--- config.mk ---
export PLATFORM = sky130hd
export DESIGN_NAME = hdmi_period_sequencer
export DESIGN_NICKNAME = d
export VERILOG_FILES = /design/src/rtl/hdmi_pkg.sv /design/src/rtl/hdmi_delay_line.sv /design/src/rtl/hdmi_period_sequencer.sv
export SDC_FILE = /design/constraint.sdc
export NUM_CORES = 1
export LEC_CHECK = 0
export CAP_MARGIN = 0
export CORE_UTILIZATION = 50
export CTS_BUF_LIST = sky130_fd_sc_hd__clkbuf_4
export CTS_CLUSTER_DIAMETER = 150
export DETAILED_ROUTE_END_ITERATION = 8
export GPL_TIMING_DRIVEN = 0
export PLACE_DENSITY = 0.64
export SLEW_MARGIN = 20
export SYNTH_ARGS = -nofsm -noshare
export SYNTH_HDL_FRONTEND = slang
export SYNTH_SLANG_ARGS = --single-unit
--- constraint.sdc ---
create_clock -name clk -period 1.94 [get_ports clk]
set_input_delay 0.388 -clock clk [delete_from_list [all_inputs] [get_ports clk]]
set_output_delay 0.388 -clock clk [all_outputs]
set_load 0.01 [all_outputs]
--- src/rtl/hdmi_pkg.sv ---
// Shared constants, control-period codes and island FSM state type for the
// HDMI period sequencer.
package hdmi_pkg;

  localparam int LOOKAHEAD     = 66;
  localparam int PRE_LEN       = 10;
  localparam int ISLAND_LEN    = 32;
  localparam int POST_LEN      = 14;
  localparam int VIDEO_PRE_LEN = 10;

  // Delay-line word layout: {de, hsync, vsync, pixel[23:0]}
  localparam int LINE_W      = 27;
  localparam int LINE_DE_BIT = 26;
  localparam int LINE_HS_BIT = 25;
  localparam int LINE_VS_BIT = 24;

  localparam logic [3:0] VIDEO_PREAMBLE  = 4'b0001;
  localparam logic [3:0] ISLAND_PREAMBLE = 4'b0101;
  localparam logic [3:0] CTL_IDLE        = 4'b0000;

  typedef enum logic [1:0] {
    ST_IDLE = 2'd0,
    ST_PRE  = 2'd1,
    ST_DATA = 2'd2,
    ST_POST = 2'd3
  } island_state_t;

  // Final value of the per-state cycle counter before leaving that state.
  function automatic logic [5:0] last_count(input island_state_t st);
    logic [5:0] value;
    case (st)
      ST_PRE:  value = 6'(PRE_LEN - 1);
      ST_DATA: value = 6'(ISLAND_LEN - 1);
      ST_POST: value = 6'(POST_LEN - 1);
      default: value = 6'd0;
    endcase
    return value;
  endfunction

endpackage

--- src/rtl/hdmi_delay_line.sv ---
// Fixed-depth shift register for the raw timing/pixel word. Besides the
// fully delayed word it exposes the de bit of the next TAPS samples that
// will reach the output, so the caller can see video coming.
module hdmi_delay_line #(
  parameter int WIDTH   = 27,
  parameter int DEPTH   = 66,
  parameter int TAP_BIT = 26,
  parameter int TAPS    = 10
) (
  input  logic             clk,
  input  logic             reset_n,
  input  logic [WIDTH-1:0] din,
  output logic [WIDTH-1:0] dout,
  output logic [TAPS-1:0]  tap_de
);

  // stage_r[0] holds din delayed by one cycle, stage_r[DEPTH-1] by DEPTH cycles
  logic [WIDTH-1:0] stage_r [DEPTH];

  // Shift one stage per clock; reset empties the whole line
  always_ff @(posedge clk or negedge reset_n) begin
    if (!reset_n) begin
      for (int i = 0; i < DEPTH; i++) begin
        stage_r[i] <= {WIDTH{1'b0}};
      end
    end else begin
      stage_r[0] <= din;
      for (int i = 1; i < DEPTH; i++) begin
        stage_r[i] <= stage_r[i-1];
      end
    end
  end

  assign dout = stage_r[DEPTH-1];

  // tap_de[k] is the de value that will appear at dout k+1 cycles from now
  for (genvar k = 0; k < TAPS; k++) begin : g_tap
    assign tap_de[k] = stage_r[DEPTH-2-k][TAP_BIT];
  end

endmodule

--- src/rtl/hdmi_period_sequencer.sv ---
// HDMI period sequencer: delays timing and pixels by a fixed lookahead,
// inserts video preambles, and schedules data islands in long blanking
// intervals while pulling packet words from a valid/ready source.
// Registered outputs are decoded from the FSM's next state so that ade and
// ctl line up with the state itself; pkt_ready, aux1/aux2 and pkt_underrun
// are decoded from the state register so the consumed word appears in the
// same cycle as ade.
module hdmi_period_sequencer
  import hdmi_pkg::*;
#(
  parameter bit ISLAND_EN = 1'b1
) (
  input  logic        clk,
  input  logic        reset_n,
  input  logic        de_in,
  input  logic        hsync_in,
  input  logic        vsync_in,
  input  logic [23:0] pixel_in,
  input  logic [9:0]  pkt_data,
  input  logic        pkt_valid,
  output logic        pkt_ready,
  output logic        vde,
  output logic        ade,
  output logic        hsync,
  output logic        vsync,
  output logic [3:0]  ctl,
  output logic [23:0] pixel,
  output logic [1:0]  aux0,
  output logic [3:0]  aux1,
  output logic [3:0]  aux2,
  output logic        pkt_underrun
);

  logic [LINE_W-1:0]        line_in_s;
  logic [LINE_W-1:0]        line_out_s;
  logic [VIDEO_PRE_LEN-1:0] de_future_s;
  logic                     delayed_de_s;
  logic                     preamble_s;
  logic [6:0]               blank_run_r;
  logic                     start_s;
  island_state_t            state_r;
  island_state_t            next_state_s;
  logic [5:0]               cnt_r;
  logic                     in_data_s;
  logic                     word_ok_s;
  logic [3:0]               ctl_next_s;
  logic                     ade_next_s;
  logic [1:0]               aux0_stage_s;
  logic [1:0]               aux0_pipe_r;

  assign line_in_s = {de_in, hsync_in, vsync_in, pixel_in};

  hdmi_delay_line #(
    .WIDTH   (LINE_W),
    .DEPTH   (LOOKAHEAD),
    .TAP_BIT (LINE_DE_BIT),
    .TAPS    (VIDEO_PRE_LEN)
  ) u_delay (
    .clk     (clk),
    .reset_n (reset_n),
    .din     (line_in_s),
    .dout    (line_out_s),
    .tap_de  (de_future_s)
  );

  assign delayed_de_s = line_out_s[LINE_DE_BIT];
  assign preamble_s   = !delayed_de_s && (|de_future_s);
  assign start_s      = ISLAND_EN && pkt_valid && !delayed_de_s &&
                        (blank_run_r == 7'(LOOKAHEAD));
  assign in_data_s    = (state_r == ST_DATA);
  assign word_ok_s    = in_data_s && pkt_valid;
  assign pkt_ready    = in_data_s;

  // Count consecutive raw blank cycles, saturating at the lookahead depth
  always_ff @(posedge clk or negedge reset_n) begin
    if (!reset_n) begin
      blank_run_r <= 7'd0;
    end else if (de_in) begin
      blank_run_r <= 7'd0;
    end else if (blank_run_r != 7'(LOOKAHEAD)) begin
      blank_run_r <= blank_run_r + 7'd1;
    end else begin
      blank_run_r <= blank_run_r;
    end
  end

  // Island FSM state register and per-state cycle/word counter
  always_ff @(posedge clk or negedge reset_n) begin
    if (!reset_n) begin
      state_r <= ST_IDLE;
      cnt_r   <= 6'd0;
    end else begin
      state_r <= next_state_s;
      if (next_state_s != state_r) begin
        cnt_r <= 6'd0;
      end else if (state_r != ST_IDLE) begin
        cnt_r <= cnt_r + 6'd1;
      end else begin
        cnt_r <= 6'd0;
      end
    end
  end

  // Island FSM next-state: fixed-length PRE, DATA and POST phases
  always_comb begin
    next_state_s = state_r;
    case (state_r)
      ST_IDLE: begin
        if (start_s) next_state_s = ST_PRE;
        else         next_state_s = ST_IDLE;
      end
      ST_PRE: begin
        if (cnt_r == last_count(ST_PRE)) next_state_s = ST_DATA;
        else                             next_state_s = ST_PRE;
      end
      ST_DATA: begin
        if (cnt_r == last_count(ST_DATA)) next_state_s = ST_POST;
        else                              next_state_s = ST_DATA;
      end
      ST_POST: begin
        if (cnt_r == last_count(ST_POST)) next_state_s = ST_IDLE;
        else                              next_state_s = ST_POST;
      end
      default: next_state_s = ST_IDLE;
    endcase
  end

  // Output decode: island codes win, video preamble only when idle
  always_comb begin
    ctl_next_s = CTL_IDLE;
    ade_next_s = 1'b0;
    case (next_state_s)
      ST_PRE:  ctl_next_s = ISLAND_PREAMBLE;
      ST_DATA: ade_next_s = 1'b1;
      ST_POST: ctl_next_s = CTL_IDLE;
      ST_IDLE: begin
        if (preamble_s) ctl_next_s = VIDEO_PREAMBLE;
        else            ctl_next_s = CTL_IDLE;
      end
      default: ctl_next_s = CTL_IDLE;
    endcase
  end

  // Same-cycle island word fan-out; a missing word sends zero nibbles
  always_comb begin
    aux1         = 4'd0;
    aux2         = 4'd0;
    aux0_stage_s = 2'd0;
    pkt_underrun = 1'b0;
    if (word_ok_s) begin
      aux1         = pkt_data[5:2];
      aux2         = pkt_data[9:6];
      aux0_stage_s = pkt_data[1:0];
    end else begin
      pkt_underrun = in_data_s;
    end
  end

  // Output registers: delayed video path, control codes, ch0 aux pipeline
  always_ff @(posedge clk or negedge reset_n) begin
    if (!reset_n) begin
      vde         <= 1'b0;
      hsync       <= 1'b0;
      vsync       <= 1'b0;
      pixel       <= 24'd0;
      ctl         <= 4'd0;
      ade         <= 1'b0;
      aux0_pipe_r <= 2'd0;
      aux0        <= 2'd0;
    end else begin
      vde         <= delayed_de_s;
      hsync       <= line_out_s[LINE_HS_BIT];
      vsync       <= line_out_s[LINE_VS_BIT];
      pixel       <= line_out_s[23:0];
      ctl         <= ctl_next_s;
      ade         <= ade_next_s;
      aux0_pipe_r <= aux0_stage_s;
      aux0        <= aux0_pipe_r;
    end
  end

endmodule

## After elaboration in Yosys (flattened, before gate mapping)

Cells that the tools add are included.

| storage, ports and cells | value |
|---|---|
| bits in registers | 1833 |
| input port bits | 40 |
| output and inout port bits | 44 |
| word-level logic and storage cells | 116 |

| operators by class | value |
|---|---|
| $add $sub $neg | 2 |
| eq/ne operators | 11 |
| multiplexer cells | 16 |
| reduce and logical (&&, ||, !) cells | 10 |

Operators with widths:

| cell | number |
|---|---|
| $mux 7 | 2 |
| $eq 6x4->1 const B | 2 |
| $mux 6 | 2 |
| $reduce_or 10->1 | 1 |
| $mux 4 | 2 |
| $pmux 2 s4 | 1 |
| $add 7x1->7 const B | 1 |
| $eq 7x7->1 const B | 1 |
| $ne 7x7->1 const B | 1 |
| $add 6x1->6 const B | 1 |
| $eq 2x2->1 const B | 3 |
| $eq 6x5->1 const B | 1 |
| $mux 2 | 3 |
| $pmux 3 s2 | 1 |
| $mux 1 | 5 |
| $eq 2x1->1 const B | 2 |
| $logic_and 1x1->1 | 4 |
| $logic_not 2->1 | 2 |
| $reduce_bool 2->1 | 2 |
| $ne 2x2->1 | 1 |
| $logic_not 1->1 | 1 |

## Longest topological paths before layout

Gate-level depths: netlist (run 1).

| depth | value |
|---|---|
| word-level depth | 7 |
| gate-level depth with buffers | 7 |

## By module

Synthesis (run 1) repeated with hierarchy kept, for this count alone.

| unflattened totals | value |
|---|---|
| cell total of the unflattened synthesis | 1955 |
| area total of the unflattened synthesis | 46654.7 um^2 |

By module, submodules not included:

| module | times used | cells each | area each (um^2) | sequential area each (um^2) |
|---|---|---|---|---|
| hdmi_delay_line | 1 | 1819 | 44870.5 | 44592.8 |
| hdmi_period_sequencer | 1 | 136 | 1784.2 | 1226.2 |

## Worst setup path after synthesis (run 1)

No wires, ideal clock.

| timing path | value |
|---|---|
| path type | register to register |
| start | reg blank_run_r[3] |
| end | reg ctl[0] |
| arrival | 1590 ps |
| slack | 285 ps |
| stages on the path, launching flop included | 6 |
| clock period less this slack | 1655 ps |
| cells stage by stage | dfrtp_1 nor4b_2 nand3b_2 or3b_1 a211oi_2 o21ba_1 |

| on the way | value |
|---|---|
| longest elaborated chain between the ends | 6 |
| elaborated cells on any way between the ends | 7 |
| those cells by class | eq/ne: 2; mux: 3; reduce/logical: 2 |

Ends and longest elaborated chain:

| what | RTL line | source |
|---|---|---|
| start: declaration | hdmi_period_sequencer.sv:39 | `logic [6:0] blank_run_r;` |
| start signal: assignment | hdmi_period_sequencer.sv:81 | `blank_run_r <= blank_run_r + 7'd1;` |
| start signal: assignment | hdmi_period_sequencer.sv:83 | `blank_run_r <= blank_run_r;` |
| $eq 7x7->1 * | hdmi_period_sequencer.sv:69 | `(blank_run_r == 7'(LOOKAHEAD));` |
| $logic_and 1x1->1 * | hdmi_period_sequencer.sv:68 | `assign start_s = ISLAND_EN && pkt_valid && !delayed_de_s &&` |
| $mux 1 * | hdmi_period_sequencer.sv:109 | `if (start_s) next_state_s = ST_PRE;` |
| $pmux 2 s4 * | hdmi_period_sequencer.sv:107 | `case (state_r)` |
| named net next_state_s[0] | hdmi_period_sequencer.sv:42 | `island_state_t next_state_s;` |
| $eq 2x1->1 or $logic_not 2->1 (tied branches) | hdmi_period_sequencer.sv:132 | `case (next_state_s)` |
| $pmux 3 s2 * | hdmi_period_sequencer.sv:132 |  |
| named net ctl_next_s[0] | hdmi_period_sequencer.sv:46 | `logic [3:0] ctl_next_s;` |
| end signal: assignment | hdmi_period_sequencer.sv:175 | `ctl <= ctl_next_s;` |
| end: declaration | hdmi_period_sequencer.sv:26 | `output logic [3:0] ctl,` |

Mark *: on every way through the listed nets, which the timed path passes. The rest lies on a longest branch.
A chain may end at the register's enable or synchronous reset.

## Worst setup path after layout (run 1)

| timing path | value |
|---|---|
| start | reg state_r[0] |
| end | out aux1[2] |

| on the way | value |
|---|---|
| longest elaborated chain between the ends | 3 |

Ends and longest elaborated chain:

| what | RTL line | source |
|---|---|---|
| start: declaration | hdmi_period_sequencer.sv:41 | `island_state_t state_r;` |
| start signal: assignment | hdmi_period_sequencer.sv:93 | `state_r <= next_state_s;` |
| $eq 2x2->1 | hdmi_period_sequencer.sv:70 | `assign in_data_s = (state_r == ST_DATA);` |
| $logic_and 1x1->1 | hdmi_period_sequencer.sv:71 | `assign word_ok_s = in_data_s && pkt_valid;` |
| $mux 4 | hdmi_period_sequencer.sv:150 | `if (word_ok_s) begin` |
| end: declaration | hdmi_period_sequencer.sv:29 | `output logic [3:0] aux1,` |

No other way between the ends.

==> key figures, run 1 <==
Run status
  • Outcome: finished, violations left
  • Failing checks: setup timing

Synth
  • Largest family of logic cells by synthesized area: simple AND/OR/NAND/NOR gates
  • Number of synthesized flops with an enable pin: 0
  • Mean post-synth cell area: 24.24 um^2
  • Synth Area in Compound Gates: 0.001350
  • Post-synthesis register bit count: 1831
  • Adder-Cell Fraction of Synth Area: 0.001080
  • Dominant synthesized flop cell: dfrtp_1
  • XOR/XNOR Fraction of Synth Area: 0.001701
  • Simple-gate share of the synthesized area: 0.005803
  • Fraction of registers with async set/reset: 1.000
  • Register area share after synthesis: 0.9885
  • Mapped Cells: 1912
  • Synthesis Warnings: 0
  • Synth Cell Area: 46350 um^2
  • Netlist cell types: 31
  • Post-synthesis mux area share: 0.0004589

Floorplan
  • Core Area: 91800 um^2
  • Die Wd: 306.5 um
  • Die height: 306.5 um
  • Die area: 93930 um^2
  • Initial core utilization: 0.5049
  • Rows: 111
  • I/O pin count: 84

Detailed routing
  • Drt total wl: 54730 um
  • Via-per-instance ratio: 4.236
  • Antenna-violating nets left: 0
  • Drt pass-1 iters: 6
  • WL per Instance: 13.51 um
  • DRC: 0
  • 1st-iter DRT viols: 824
  • Vias after detailed routing: 17160

Layout
  • Fin area: 55450 um^2
  • Most frequent cells in the layout: dfrtp_1 (1831), clkbuf_4 (634), clkinv_1 (69)
  • Final nets: 2574
  • Layout cells sized above 1: 0.2719
  • Commonest non-fill, non-tap cell in the layout: dfrtp_1
  • Final non-filler cell total: 4052
  • Area Overhead vs Synth: 19.63%

Critical path
  • Startpoint types: flip-flop
  • Worst-path cell with the longest stage delay: dfrtp_1
  • Crit Path Max Fanout: 5
  • CP startpoint: state_r[0]$_DFF_PN0_
  • CP max stage delay: 0.40 ns
  • CP Class: reg2out
  • Worst setup EP type: primary output
  • CP Data Arrival Time: 2.14 ns
  • Crit-path cells: nand2b_4, inv_4, buf_8, and3_4, buf_6
  • Worst r2r src: cnt_r[1]$_DFF_PN0_
  • CP required: 1.55 ns

GRT
  • Vias in the first global route: 20250
  • GR Util All Layers: 0.1264
  • Remaining global-route overflow: 0
  • Largest net degree at the start of global routing: 166
  • Global-route wire length before repair: 95160 um
  • Initial antenna violation count: 3

Timing
  • Worst Max-Slew Pin Slew: 0.6414 ns
  • Hold violation count in the final report: 0
  • Slew Viols, Final: 0
  • Finish-stage setup viols: 41
  • Fin crit share: 1.302
  • Tmin final: 2.525 ns
  • RSZ-0062 raised after global routing: true
  • Final WS setup: -0.5851 ns
  • Relative slew slack: 0.5710
  • Max Freq: 396.0 MHz
  • Clock Skews: 0.08290 ns

CTS
  • CTS Buf Count: 441
  • Worst-path clk slew: 0.07 ns
  • Htree depth: 5
  • Longest Clk Path Bufs: 4
  • CTS tree: yes
  • Worst-Skew Late Latency: 1.14 ns
  • Clk root buf: clkbuf_4
  • Clk sink count: 1831

Power
  • Total leakage power: 27.09 nW
  • VDD IR max: 0.0006952 V
  • PD cells: 1253 nW/um^2

Placement
  • I/O Buffers: 81
  • Post-DP Area: 49100 um^2
  • RePlAce Congestion: 0.6438
  • Final HPWL from detailed placement: 21950 um
  • Post-placement cell count: 3250

Flow run
  • Max Cap Violations: 0

Hold path
  • Hold Path Class: in2async
## cell usage after synthesis, drive strengths merged, types with 2 or more instances
master,number,area share
nor2,17,0.0014
clkbuf,2,0.00016
o21ai,2,0.00022
xnor2,4,0.00076
xor2,5,0.00094
nand2,4,0.00032
and3,13,0.0018
buf,3,0.00057
a211oi,2,0.00043
nor4,2,0.00027
nand3,5,0.00054
dfrtp,1831,0.99
inv,4,0.00032
ha,4,0.0011
## layout make-up
class | instances | area [um^2]
well taps | 1243 | 1555
multi-input cells | 73 | 544.3
inverters | 4 | 17.52
fillers | 6617 | 36350
flip-flops and latches | 1831 | 45820
repair buffers | 174 | 2282
clock inverters | 82 | 414.1
plain buffers | 5 | 45.04
clock buffers | 634 | 4760
diodes | 6 | 15.01
## repair_timing
| item | in CTS | in global routing |
|---|---|---|
| setup buffers | 5 | 3 |
| endpoints found under the setup margin | 1014 | 441 |
| hold endpoints to repair | 641 | 0 |
| gates cloned | 14 | 6 |
| pin swaps | 1 | 4 |
| resized for setup | 176 | 18 |
| hold buffers | 52 | 0 |
## cells by family after synthesis
logic type	count (synthesis)
AOI/OAI and AO/OA	8
xor gates and xnor gates	9
adders and majority gates	4
buffers and inverters	9
DFF	1831
muxes	2
other	1
and+or+nand+nor	48
## per-stage QoR
| stage | utilization | worst slack (ns) | power, W | hold slack (ns) | TNS [ns] |
|---|---|---|---|---|---|
| after CTS | 0.6015 | -0.7410 | 0.07102 | 0.003616 | -28.62 |
| after detailed placement | 0.5348 | -3.640 | 0.04163 | 0.2291 | -2693.29 |
| final | 0.6040 | -0.5851 | 0.06949 | 0.2111 | -7.000 |
| after global placement | 0.5307 | -73.26 | 0.04112 | 0.3344 | - |
| after floorplan | - | 0.2846 | 0.04056 | 0.09241 | 0 |
| after global routing | 0.6039 | -0.7486 | 0.07335 | 0.08045 | -14.07 |
## report_power, final
group / switching [W] / internal, W / leakage (nW) / total [W]
registers: 0.000374 / 0.0396 / 22.4 / 0.0400
logic: 0.000805 / 0.000383 / 1.56 / 0.00119
clock network: 0.0131 / 0.0152 / 3.09 / 0.0283
total: 0.0143 / 0.0552 / 27.1 / 0.0695
## routing by layer
| layer | routed length [um] | up-vias | global-route usage |
|---|---|---|---|
| li1 | - | 7499 | - |
| met4 | 1287 | 0 | 0.08558 |
| met3 | 2188 | 123 | 0.04009 |
| met5 | 0 | - | 0 |
| met2 | 24770 | 331 | 0.1688 |
| met1 | 26490 | 9211 | 0.1798 |
## sequential cells by signal (all words and copies together) (netlist names)
name,cells
u_delay.tap_de,10
cnt_r,6
blank_run_r,7
ade,1
u_delay.stage_r,1745
vde,1
aux0_pipe_r,2
u_delay.dout,27
aux0,2
ctl,2
pixel,24
vsync,1
state_r,2
hsync,1
## worst max-delay path: cells and delay by family, from the launching register on
kind,cells,cell delay [ns]
simple gates,2,0.35
buf+inv,3,0.29
flops,1,0.40
## final timing paths
kind,endpoint,slack [ns],cells past startpoint
worst min-delay path,u_delay.stage_r[1313]$_DFF_PN0_,0.21,12
worst max register to register,ctl[0]$_DFF_PN0_,0.01,7
worst min register to register,u_delay.stage_r[1528]$_DFF_PN0_,0.27,0
min in group clk,u_delay.stage_r[1771]$_DFF_PN0_,0.24,2
max in group asynchronous,aux0_pipe_r[0]$_DFF_PN0_,0.14,17
worst max-delay path,aux1[2],-0.59,5
Power figures use the tool's default switching activity.
==> run 2: changes to the inputs <==
- CORE_MARGIN: not set -> 2
==> key figures, run 2 (synthesis results as in run 1) <==
Critical path
  • Crit-path cells: nand2b_4, inv_4, buf_8, and3_4, buf_6
  • CP endpoint: aux1[1]
  • Worst reg-to-reg path cell count: 5 (-2)
  • Worst-path cell with the longest stage delay: dfrtp_1
  • CP Class: reg2out
  • R2r setup slk: 0.13 ns (+0.12 ns)
  • Crit Path Max Fanout: 5 (unchanged)
  • Capturing point of the worst reg2reg path: ctl[0]$_DFF_PN0_
  • CP startpoint: state_r[0]$_DFF_PN0_
  • Worst r2r src: blank_run_r[2]$_DFFE_PN0P_
  • CP max stage delay: 0.39 ns (about the same)
  • CP Data Arrival Time: 2.16 ns (+0.02 ns)
  • Worst setup EP type: primary output
  • CP required: 1.55 ns (about the same)
  • Startpoint types: flip-flop

Placement
  • Post-placement cell count: 3250 (unchanged)
  • Final HPWL from detailed placement: 21760 um (-0.85%)
  • I/O Buffers: 81 (unchanged)
  • Placement Setup Slack: -1.903 ns (+1.737 ns)
  • RePlAce Congestion: 0.6347 (-1.4%)

Layout
  • Final nets: 2540 (-1.3%)
  • Final non-filler cell total: 4038 (-0.35%)
  • Top reg by flops: u_delay.stage_r
  • Commonest non-fill, non-tap cell in the layout: dfrtp_1
  • Max FFs per register: 1745 (unchanged)
  • Layout cells sized above 1: 0.2648 (-0.007051)
  • Area Overhead vs Synth: 18.31%
  • Most frequent cells in the layout: dfrtp_1 (1830), clkbuf_4 (632), clkinv_1 (88)

Detailed routing
  • WL per Instance: 12.46 um (-7.7%)
  • Drt total wl: 50330 um (-8.0%)
  • Via-per-instance ratio: 4.213 (-0.54%)
  • WL met3: 2146 um (-1.9%)
  • Antenna-violating nets left: 0 (unchanged)
  • Drt pass-1 iters: 4 (-2)
  • DRC: 0 (unchanged)
  • Metal1 wirelength: 23810 um (-10%)
  • Routed length on met2: 23150 um (-6.5%)
  • 1st-iter DRT viols: 928 (+13%)
  • Vias after detailed routing: 17010 (-0.89%)
  • Top Metal Used: met4

Timing
  • Relative slew slack: 0.4746 (-0.09641)
  • Hold violation count in the final report: 527 (+527)
  • Max Freq: 392.3 MHz (-0.94%)
  • RSZ-0062 raised after global routing: true
  • Worst Max-Slew Pin Slew: 0.7881 ns (+0.1467 ns)
  • Min Hold Slack: -0.7970 ns (-1.008 ns)
  • Slew Viols, Final: 0 (unchanged)
  • Tmin final: 2.549 ns (+0.02391 ns)
  • Finish-stage setup viols: 324 (+690%)
  • Fin crit share: 1.314 (+0.01232)
  • Final TNS setup: -73.62 ns (-66.62 ns)
  • Final WS setup: -0.6090 ns (-0.02391 ns)
  • Clock Skews: 0.05454 ns (-0.02836 ns)

Hold path
  • Hold Path Class: in2async

GRT
  • GR Util All Layers: 0.1171 (-0.009326)
  • Remaining global-route overflow: 0 (unchanged)
  • Global-route wire length before repair: 91290 um (-4.1%)
  • Largest net degree at the start of global routing: 168 (+1.2%)
  • Vias in the first global route: 19990 (-1.2%)
  • Initial antenna violation count: 2 (-1)

Floorplan
  • Die height: 308.5 um (+0.65%)
  • Core Area: 91800 um^2 (unchanged)
  • Die area: 95160 um^2 (+1.3%)
  • Die Wd: 308.5 um (+0.65%)
  • Initial core utilization: 0.5049 (unchanged)
  • Rows: 111 (unchanged)
  • I/O pin count: 84 (unchanged)

CTS
  • Htree depth: 5 (unchanged)
  • Longest Clk Path Bufs: 4 (unchanged)
  • Clk root buf: clkbuf_4
  • Clk sink count: 1831 (unchanged)
  • CTS tree: yes
  • Worst-path clk slew: 0.07 ns (about the same)
  • Worst-Skew Late Latency: 1.14 ns (about the same)
  • CTS Buf Count: 439 (-0.45%)

Power
  • P_sw: 0.01421 W (-0.62%)
  • Total leakage power: 26.71 nW (-1.4%)
  • Register share of total power: 0.579 (+0.004)
  • Sw Ratio: 0.2059 (about the same)
  • VDD IR max: 0.0006600 V (-5.1%)
  • PD cells: 1258 nW/um^2 (+0.40%)
  • Combinational fraction of design power: 0.014 (-0.003)
  • Final Total Pwr: 0.06900 W (-0.71%)
  • Clock network power share: 0.406 (-0.002)
  • Int Pwr: 0.05479 W (-0.73%)

Flow run
  • Max Cap Violations: 0 (unchanged)

Run status
  • Outcome: finished, violations left
  • Failing checks: hold timing, setup timing
==> run 2: through the flow <==
stage	instance area (um^2)	hold WS [ns]	util
after CTS	54620	-0.9478	0.5950
after global placement	48720	0.3329	0.5307
after global routing	54830	-0.8744	0.5973
final	54840	-0.7970	0.5974
after detailed placement	49100	0.3347	0.5348
after floorplan	46360	0.09241	-
==> run 2: area by class of cell <==
type | count | area (um^2)
flip-flops and latches | 1831 | 45820
fillers | 6663 | 36960
clock buffers | 632 | 4745
repair buffers | 142 | 1654
well taps | 1243 | 1555
multi-input cells | 73 | 565.5
clock inverters | 100 | 417.9
plain buffers | 5 | 45.04
diodes | 8 | 20.02
inverters | 4 | 17.52
==> run 2: worst min path at each step <==
stage                                from                             end  slack (ns)
2_1_floorplan                     reset_n                   ade$_DFF_PN0_        0.09
3_3_place_gp     aux0_pipe_r[1]$_DFF_PN0_               aux0[1]$_DFF_PN0_        0.33
3_5_place_dp   u_delay.dout[11]$_DFF_PN0_             pixel[11]$_DFF_PN0_        0.33
4_1_cts                           reset_n   u_delay.stage_r[32]$_DFF_PN0_       -0.95
5_1_grt                           reset_n  u_delay.stage_r[133]$_DFF_PN0_       -0.87
6_report                          reset_n       u_delay.dout[4]$_DFF_PN0_       -0.80
==> run 2: worst max-delay path, delay by kind of cell, from the launching register on <==
kind | cells | cell delay, ns
buf+inv | 3 | 0.30
flops | 1 | 0.39
simple gates | 2 | 0.36
==> run 2: per-layer routing <==
| metal | vias up | track usage |
|---|---|---|
| met1 | 9153 | 0.1632 |
| met3 | 114 | 0.04150 |
| met5 | - | 0 |
| met4 | 0 | 0.07805 |
| met2 | 312 | 0.1572 |
| li1 | 7433 | - |
==> run 2: power by group through the flow <==
stage	clock, W	sequential (W)	combinational [W]
2_1_floorplan	0	0.0405	0.0000185
5_1_grt	0.0318	0.0401	0.00117
6_report	0.0280	0.0400	0.000980
3_3_place_gp	0	0.0408	0.000291
4_1_cts	0.0296	0.0400	0.00101
3_5_place_dp	0	0.0407	0.000926
==> run 2: timing repair <==
item                                   4_1_cts  5_1_grt
hold buffers                                32        4
resized for setup                          190       13
buffers inserted                             5        1
cloned                                       4        2
pin swaps                                    6        1
setup endpoints to repair                  205      213
endpoints found under the hold margin      710      663
==> run 3: changes to the inputs <==
- CTS_CLUSTER_SIZE: not set -> 40
- PLACE_DENSITY: 0.64 -> not set
- PLACE_DENSITY_LB_ADDON: not set -> 0.1
==> key figures, run 3 (synthesis results as in run 1) <==
Run status
  • Outcome: finished, violations left
  • Failing checks: setup timing

Critical path
  • Worst setup EP type: primary output
  • CP startpoint: state_r[0]$_DFF_PN0_
  • CP required: 1.55 ns (about the same)
  • Capturing point of the worst reg2reg path: ctl[0]$_DFF_PN0_
  • Startpoint types: flip-flop
  • Worst r2r src: blank_run_r[3]$_DFFE_PN0P_
  • CP Data Arrival Time: 2.10 ns (-0.06 ns)
  • Worst reg-to-reg path cell count: 5 (unchanged)
  • Crit Path Max Fanout: 5 (unchanged)
  • R2r setup slk: 0.04 ns (-0.09 ns)
  • CP Class: reg2out

CTS
  • Worst-path clk slew: 0.34 ns (+0.27 ns)
  • CTS Buf Count: 51 (-88%)
  • Clk sink count: 1831 (unchanged)
  • CTS tree: yes
  • Clk root buf: clkbuf_4
  • Longest Clk Path Bufs: 3 (-1)
  • Htree depth: 2 (-3)
  • Worst-Skew Late Latency: 1.00 ns (-0.14 ns)

GRT
  • GRT busiest layer: met1
  • Remaining global-route overflow: 0 (unchanged)
  • GR Util All Layers: 0.1101 (-0.006993)
  • Global-route wire length before repair: 85420 um (-6.4%)
  • Met3 Use GR: 0.01848 (-0.02302)
  • GR met2 Demand/Resource: 0.1467 (-0.01053)
  • Initial antenna violation count: 3 (+1)
  • Vias in the first global route: 16290 (-19%)
  • Grt met1 use: 0.1884 (+0.02517)
  • Largest net degree at the start of global routing: 160 (-4.8%)

Timing
  • Slew Viols, Final: 0 (unchanged)
  • Max Freq: 402.0 MHz (+2.5%)
  • Hold violation count in the final report: 0 (-100%)
  • RSZ-0062 raised after global routing: true
  • Fin crit share: 1.282 (-0.03153)
  • Clock Skews: 0.03187 ns (-0.02267 ns)
  • Worst Max-Slew Pin Slew: 0.7531 ns (-0.03502 ns)
  • Tmin final: 2.488 ns (-0.06117 ns)
  • Finish-stage setup viols: 35 (-89%)
  • Relative slew slack: 0.4980 (+0.02335)
  • Final WS setup: -0.5478 ns (+0.06117 ns)

Detailed routing
  • Drt pass-1 iters: 4 (unchanged)
  • Via-per-instance ratio: 4.398 (+4.4%)
  • Drt total wl: 48570 um (-3.5%)
  • WL per Instance: 14.30 um (+15%)
  • Antenna-violating nets left: 0 (unchanged)
  • Vias after detailed routing: 14940 (-12%)
  • 1st-iter DRT viols: 1122 (+21%)
  • DRC: 0 (unchanged)

Floorplan
  • Initial core utilization: 0.5049 (unchanged)
  • Core Area: 91800 um^2 (unchanged)
  • I/O pin count: 84 (unchanged)
  • Die Wd: 308.5 um (unchanged)
  • Die area: 95160 um^2 (unchanged)
  • Die height: 308.5 um (unchanged)
  • Rows: 111 (unchanged)

Placement
  • Post-DP Area: 49130 um^2 (about the same)
  • RePlAce Congestion: 0.6797 (+7.1%)
  • Placement Setup Slack: -4.413 ns (-2.510 ns)
  • I/O Buffers: 81 (unchanged)
  • Final HPWL from detailed placement: 21600 um (-0.73%)

Layout
  • Top reg by flops: u_delay.stage_r
  • Layout cells sized above 1: 0.08875 (-0.1760)
  • Fin area: 51130 um^2 (-6.8%)
  • Post-layout util: 0.5569 (-0.04044)
  • Commonest non-fill, non-tap cell in the layout: dfrtp_1
  • Final nets: 2195 (-14%)
  • Most frequent cells in the layout: dfrtp_1 (1829), clkbuf_4 (53), clkdlybuf4s50_1 (38)
  • Area Overhead vs Synth: 10.30%
  • Max FFs per register: 1745 (unchanged)

Hold path
  • Hold Path Class: in2async

Power
  • P_sw: 0.01045 W (-26%)
  • Sw Ratio: 0.2014 (-0.004501)
  • Int Pwr: 0.04143 W (-24%)
  • PD cells: 1015 nW/um^2 (-19%)
  • Register share of total power: 0.772 (+0.193)
  • Total leakage power: 24.47 nW (-8.4%)
  • Clock network power share: 0.203 (-0.203)
  • VDD IR max: 0.0005952 V (-9.8%)
  • Combinational fraction of design power: 0.025 (+0.011)

Flow run
  • Max Cap Violations: 0 (unchanged)
## run 3: changes by cell type in the layout (fill, tap and decap cells not counted), sizes merged, moves of 5 or more
cell and change:
clkbuf -574, clkinv -91, buf +22, bufbuf +16, diode -7, inv -5
## run 3: power by group through the flow
stage | Combinational [W] | Sequential, W | Clock (W)
after global routing | 0.00149 | 0.0403 | 0.0128
after floorplan | 0.0000185 | 0.0405 | 0
after CTS | 0.00131 | 0.0401 | 0.0114
final | 0.00129 | 0.0401 | 0.0105
after global placement | 0.000292 | 0.0408 | 0
after detailed placement | 0.000936 | 0.0407 | 0
## run 3: layout make-up
class	instances	area (um^2)
well taps	1243	1555
fillers	6770	40670
flip-flops and latches	1831	45820
clock inverters	1	11.26
multi-input cells	73	556.8
repair buffers	185	2720
inverters	4	17.52
plain buffers	5	45.04
clock buffers	53	397.9
diodes	1	2.502
## run 3: routing by layer
metal  wire (um)  vias up
met5           7        -
met4        1188        2
met3        1484       78
met2       20270      114
met1       25620     8434
li1            -     6309
## run 3: stage by stage
stage / hold slack [ns] / TNS [ns] / total power [W] / instances
after floorplan: 0.09241 / 0 / 0.04056 / 1913
after global placement: 0.3334 / - / 0.04112 / 3237
after detailed placement: 0.3275 / -2948.32 / 0.04163 / 3251
after CTS: 0.04356 / -49.61 / 0.05287 / 3382
after global routing: 0.1090 / -13.98 / 0.05459 / 3396
final: 0.2586 / -5.533 / 0.05188 / 3396
## run 3: worst max path at each step
stage | to | slack [ns] | cells past startpoint
detailed placement | u_delay.stage_r[1737]$_DFF_PN0_ | -4.41 | 11
floorplan | ctl[0]$_DFF_PN0_ | 0.28 | 5
global placement | u_delay.stage_r[1737]$_DFF_PN0_ | -73.67 | 1
finish | aux1[2] | -0.55 | 5
CTS | aux2[0] | -0.71 | 5
global route | aux1[2] | -0.76 | 5
## run 3: critical path, stage by stage, from the launching register on
cell	delay, ns
dfrtp_1	0.47
nand2b_4	0.16
inv_4	0.07
buf_8	0.11
and3_4	0.19
buf_6	0.10
## run 3: repair_timing
item	4_1_cts	5_1_grt
hold endpoints to repair	593	0
hold buffers	47	0
buffers inserted	7	5
endpoints found under the setup margin	1004	313
resized for setup	190	15
pin swaps	4	2
cloned	23	8
